==> src/rtl/mem_arbiter.sv <==
// Two-port SRAM access arbiter: one access per grant, serialised onto mem cmd/addr/data.
// Define MEM_ARB_RR_EN for round-robin arbitration; default is fixed priority with a starvation guard.
package mem_arbiter_pkg;
  typedef logic [15:0] addr_t;
  typedef enum logic {CMD_READ = 1'b0, CMD_WRITE0 = 1'b1} cmd_t;
endpackage

module mem_arbiter
  import mem_arbiter_pkg::*;
#(
  parameter int READ_WAIT    = 1,
  parameter int WRITE_CYCLES = 1,
  parameter int STARVE_LIMIT = 4
) (
  input  logic        clk,
  input  logic        reset,
  input  logic        req0_valid,
  input  logic        req0_we,
  input  addr_t       req0_addr,
  input  logic [7:0]  req0_wdata,
  output logic        req0_ready,
  output logic        req0_rvalid,
  output logic [7:0]  req0_rdata,
  input  logic        req1_valid,
  input  logic        req1_we,
  input  addr_t       req1_addr,
  input  logic [7:0]  req1_wdata,
  output logic        req1_ready,
  output logic        req1_rvalid,
  output logic [7:0]  req1_rdata,
  output cmd_t        mem_cmd,
  output addr_t       mem_addr,
  output logic [7:0]  mem_write_data,
  input  logic [7:0]  mem_read_data,
  output logic [1:0]  dbg_state
);

  // Handshake: a requester holds valid and its fields stable; reqN_ready is a
  // registered one-cycle pulse and the fields are captured at the end of that
  // pulse cycle. Dropping valid before ready appears withdraws the request.
  localparam logic [1:0] ST_IDLE = 2'd0;
  localparam logic [1:0] ST_RD   = 2'd1;
  localparam logic [1:0] ST_WR   = 2'd2;
  localparam logic [1:0] ST_TURN = 2'd3;

  localparam int MAXC = (READ_WAIT > WRITE_CYCLES) ? READ_WAIT : WRITE_CYCLES;
  localparam int CW   = $clog2(MAXC + 1);

  logic [1:0]    state;
  logic [CW-1:0] cnt;
  logic          pend;
  logic          pend_port;
  logic          cur_port;
  logic          arb_en;
  logic          any_valid;
  logic          pick1;
  logic          last_cycle;

  assign any_valid  = req0_valid | req1_valid;
  assign last_cycle = (cnt == CW'(1));
  // Arbitration for the next access overlaps the final cycle of the current one,
  // so back-to-back reads take 1+READ_WAIT cycles and writes 2+WRITE_CYCLES.
  assign arb_en = ((state == ST_IDLE) && !pend) ||
                  ((state == ST_RD) && last_cycle) ||
                  (state == ST_TURN);
  assign dbg_state = state;

`ifdef MEM_ARB_RR_EN
  logic last_win;

  assign pick1 = req1_valid && (!req0_valid || !last_win);

  always_ff @(posedge clk or negedge reset) begin
    if (!reset) begin
      last_win <= 1'b1;
    end else if (arb_en && any_valid) begin
      last_win <= pick1;
    end
  end
`else
  localparam int SW = (STARVE_LIMIT < 1) ? 1 : $clog2(STARVE_LIMIT + 1);

  logic [SW-1:0] starve_cnt;
  logic          starved;

  assign starved = (STARVE_LIMIT != 0) && (starve_cnt == SW'(STARVE_LIMIT));
  assign pick1   = req1_valid && (!req0_valid || starved);

  always_ff @(posedge clk or negedge reset) begin
    if (!reset) begin
      starve_cnt <= '0;
    end else if (!req1_valid && (arb_en || (state == ST_IDLE))) begin
      starve_cnt <= '0;
    end else if (arb_en && any_valid) begin
      if (pick1) begin
        starve_cnt <= '0;
      end else if (starve_cnt != SW'(STARVE_LIMIT)) begin
        starve_cnt <= starve_cnt + SW'(1);
      end
    end
  end
`endif

  always_ff @(posedge clk or negedge reset) begin
    if (!reset) begin
      state          <= ST_IDLE;
      cnt            <= '0;
      pend           <= 1'b0;
      pend_port      <= 1'b0;
      cur_port       <= 1'b0;
      mem_cmd        <= CMD_READ;
      mem_addr       <= '0;
      mem_write_data <= '0;
      req0_ready     <= 1'b0;
      req1_ready     <= 1'b0;
      req0_rvalid    <= 1'b0;
      req1_rvalid    <= 1'b0;
      req0_rdata     <= '0;
      req1_rdata     <= '0;
    end else begin
      req0_ready  <= 1'b0;
      req1_ready  <= 1'b0;
      req0_rvalid <= 1'b0;
      req1_rvalid <= 1'b0;

      if (arb_en && any_valid) begin
        pend      <= 1'b1;
        pend_port <= pick1;
        req0_ready <= !pick1;
        req1_ready <= pick1;
      end

      case (state)
        ST_IDLE: begin
          if (pend) begin
            pend           <= 1'b0;
            cur_port       <= pend_port;
            mem_addr       <= pend_port ? req1_addr : req0_addr;
            mem_write_data <= pend_port ? req1_wdata : req0_wdata;
            if (pend_port ? req1_we : req0_we) begin
              state   <= ST_WR;
              mem_cmd <= CMD_WRITE0;
              cnt     <= CW'(WRITE_CYCLES);
            end else begin
              state <= ST_RD;
              cnt   <= CW'(READ_WAIT);
            end
          end
        end
        ST_RD: begin
          if (last_cycle) begin
            state <= ST_IDLE;
            if (cur_port) begin
              req1_rdata  <= mem_read_data;
              req1_rvalid <= 1'b1;
            end else begin
              req0_rdata  <= mem_read_data;
              req0_rvalid <= 1'b1;
            end
          end else begin
            cnt <= cnt - CW'(1);
          end
        end
        ST_WR: begin
          if (last_cycle) begin
            state   <= ST_TURN;
            mem_cmd <= CMD_READ;
          end else begin
            cnt <= cnt - CW'(1);
          end
        end
        default: begin
          state <= ST_IDLE;
        end
      endcase
    end
  end

endmodule

==> config.mk <==
export PLATFORM = sky130hd
export DESIGN_NAME = mem_arbiter
export DESIGN_NICKNAME = d
export VERILOG_FILES = /design/src/rtl/mem_arbiter.sv
export SDC_FILE = /design/constraint.sdc
export NUM_CORES = 1
export LEC_CHECK = 0
export ABC_CLOCK_PERIOD_IN_PS = 2300
export BUFFER_PORTS_ARGS = -buffer_cell sky130_fd_sc_hd__buf_2
export CELL_PAD_IN_SITES_DETAIL_PLACEMENT = 1
export CELL_PAD_IN_SITES_GLOBAL_PLACEMENT = 1
export CORE_MARGIN = 3
export CORE_UTILIZATION = 37
export CTS_CLUSTER_DIAMETER = 120
export DETAILED_ROUTE_END_ITERATION = 12
export HOLD_SLACK_MARGIN = 0.12
export PLACE_DENSITY = 0.85
export RECOVER_POWER = 50
export SLEW_MARGIN = 10
export SYNTH_ARGS = -nofsm -noshare
export SYNTH_HDL_FRONTEND = slang
export SYNTH_SLANG_ARGS = --single-unit
==> constraint.sdc <==
create_clock -name clk -period 2.3 [get_ports clk]
set_input_delay 0.345 -clock clk [delete_from_list [all_inputs] [get_ports clk]]
set_output_delay 0.345 -clock clk [all_outputs]
set_load 0.1 [all_outputs]
==> results.md <==
- Largest net degree at the start of global routing: 27
- CP max stage delay: roughly 0.55 ns
- Arrival @ worst endpoint: between 2 and 2.5 ns
- Ys flop type: dfrtp_1
- DIE AREA: between 0.007 and 0.008 mm²
- Fin Setup TNS: 0 ns
- Relative slew margins: 0.141
- Syn Nets: 275
- Crit Path Class: register to register
- Fin crit share: 0.840
- Clock Skews: 0.0131 ns
- Layout cell share with drive strength beyond 1: 0.361
- Worst-Skew Late Latency: 0.31 ns
- DR vias: 1967
- Port bufs: about 110
- Clk pin slew, worst setup/hold paths: about 0.1 ns
- Post-CTS setup buffer count: 0
- Num CTS Buffers: 5
- Width of the die: roughly 85 µm
- DIE HEIGHT: 85.2 µm
- Syn avg cell area: 11.0 µm²
- Layout fillers: 697
- GRT Util Overall: 0.179
- Remaining antenna violation count: 0
- Deepest clock path buffer count: 2
- Clk sinks: 54
- # diodes: 0
- Ports: 109
- Max cap viols: 0
- Slowest cell on the critical path: dfrtp_1
- WP buf/inv: 0
- Worst Tran Pin Value: roughly 1.3 ns
- Final Hold Violating Endpoints: 0
- Outcome: completed
- Final HPWL DP: around 5200 µm
- H-tree levels: 2
- Initial Utilization: 0.388
- Netlist cell types: 28
- Min cycle time layout: between 1.5 and 2 ns
- Post-Syn Area: 0.00232 mm²
- Number of enable flip-flop cells after synthesis: 0
- CP Capture Type: register
- Iter 0 DRT Violations: 82
- Commonest non-fill, non-tap cells in the layout: 90 x buf_2, 54 x dfrtp_1, 30 x a21oi_1
- Seq/Total Area, Yosys: 0.582
- Worst-path fanout max: 12
- RSZ-0062 raised after global routing: false
- Mapped Cells: around 210
- Floorplan Core Area: 0.00599 mm²
- Register bit count reported by yosys: 54
- Final nets: 387
- WP data required: 2.54 ns
- Post-synth top area share: 0.582
- Hold WC Path Type: input port to register
- Fin util: 0.510
- GR Overflow Total: 0
- Worst path cell trace: nor3_1, o21ai_0, nor3b_1, a22o_1
- Most common cell after layout, fill and taps aside: buf_2
- Final setup viols: 0
- Yosys Warn Count: 0
- Placer Congestion: ~0.75
- Fmax: slightly above 500 MHz
- Final instance area: 0.00306 mm²
- Initial antenna violation count: 0
- # DRC: 0
- Synth area leaders: dfrtp_1 58%, mux2i_1 10%, a21oi_1 6.5%, mux2_2 5.3%, nand2_1 4.2%
- WL per Instance: 16.1 µm
- Cell at the root of the clock tree: clkbuf_8
- TritonCTS clock tree: done
- Ys async rst share: 1.00
- Crit-path leading delay family: simple AND/OR/NAND/NOR gates
- Hold_ws: ~0.24 ns
- Drt total wl: 6410 µm
- Area delta synth->final: 31.6%
- Area leader, netlist: dfrtp_1
- Placed inst area: 0.00296 mm²
- Worst setup SP type: register
- Vias/cell: 4.93
- First-pass detailed-route iteration total: 4
- Row count: 28
- Vias in the first global route: 2157
- Slew Limit Fails: 0
- Global-route wire length before repair: 10400 µm
-- worst min-delay path: cells and delay by family --
family | cells | cell delay [ns]
simple gates | 2 | 0.09
buf+inv | 1 | 0.09
-- Yosys cell counts, types with 2 or more instances --
| library cell | instances |
|---|---|
| mux2i_1 | 24 |
| nor2_1 | 26 |
| buf_2 | 6 |
| nor3_2 | 2 |
| o21ai_0 | 6 |
| nand2_1 | 26 |
| dfrtp_1 | 54 |
| clkbuf_1 | 3 |
| inv_1 | 4 |
| a21oi_1 | 30 |
| ha_1 | 2 |
| a31oi_1 | 2 |
| mux2_2 | 11 |
-- kinds of logic after synthesis --
group,after synthesis,share of synthesized area
AND/OR/NAND/NOR,60,0.118
flip-flops,54,0.582
AO/OA/AOI/OAI,44,0.102
adder cells (fa/ha/maj),2,0.0108
multiplexers,35,0.157
buffers and inverters,16,0.0307
-- area by class of cell --
class / count / area, µm² / share of cell area
Sequential cell: 54 / 1350 / 0.442
Multi-Input combinational cell: 141 / 902 / 0.295
Timing Repair Buffer: 115 / 571 / 0.187
Tap cell: 75 / 93.8 / 0.0307
Clock buffer: 5 / 68.8 / 0.0225
Clock inverter: 3 / 47.5 / 0.0156
Inverter: 6 / 22.5 / 0.00737
-- metal layers --
metal	up-vias	global-route usage	wire (µm)
met5	-	0	0
met1	952	0.200	2500
met2	56	0.336	3500
met3	11	0.0427	314
met4	0	0.0518	102
li1	948	-	-
-- worst paths after layout --
| path | cells past startpoint | start | slack [ns] | end |
|---|---|---|---|---|
| worst max-delay path | 4 | dbg_state[1] | 0.37 | starve_cnt[1] |
| max in group asynchronous | 3 | reset | 0.52 | req1_rdata[4] |
| worst min register to register | 2 | req1_rdata[7] | 0.48 | req1_rdata[7] |
| worst max register to register | 4 | dbg_state[1] | 0.37 | starve_cnt[1] |
| min in group asynchronous | 2 | reset | 0.84 | mem_cmd |
| worst min-delay path | 3 | mem_read_data[7] | 0.24 | req1_rdata[7] |
-- per-stage QoR --
| stage | worst slack, ns | instances |
|---|---|---|
| global route | 0.224 | 399 |
| global placement | 0.569 | 390 |
| floorplan | 0.0600 | 211 |
| finish | 0.369 | 399 |
| CTS | 0.442 | 399 |
| detailed placement | 0.465 | 390 |
-- sequential cells by signal, summed over array words and instances (netlist names) --
name and count:
mem_addr 16, mem_write_data 8, req0_rdata 8, req1_rdata 8
starve_cnt 3, dbg_state 2, cnt 1, cur_port 1
mem_cmd 1, pend 1, pend_port 1, req0_ready 1
req0_rvalid 1, req1_ready 1, req1_rvalid 1
-- timing repair --
item / in CTS / in global routing
resized for setup: 0 / 0
hold endpoints to repair: 23 / 0
hold buffers: 1 / 0
Power is not shown: default switching activity piles up to over one toggle a cycle in this logic, so the estimate is an artifact.
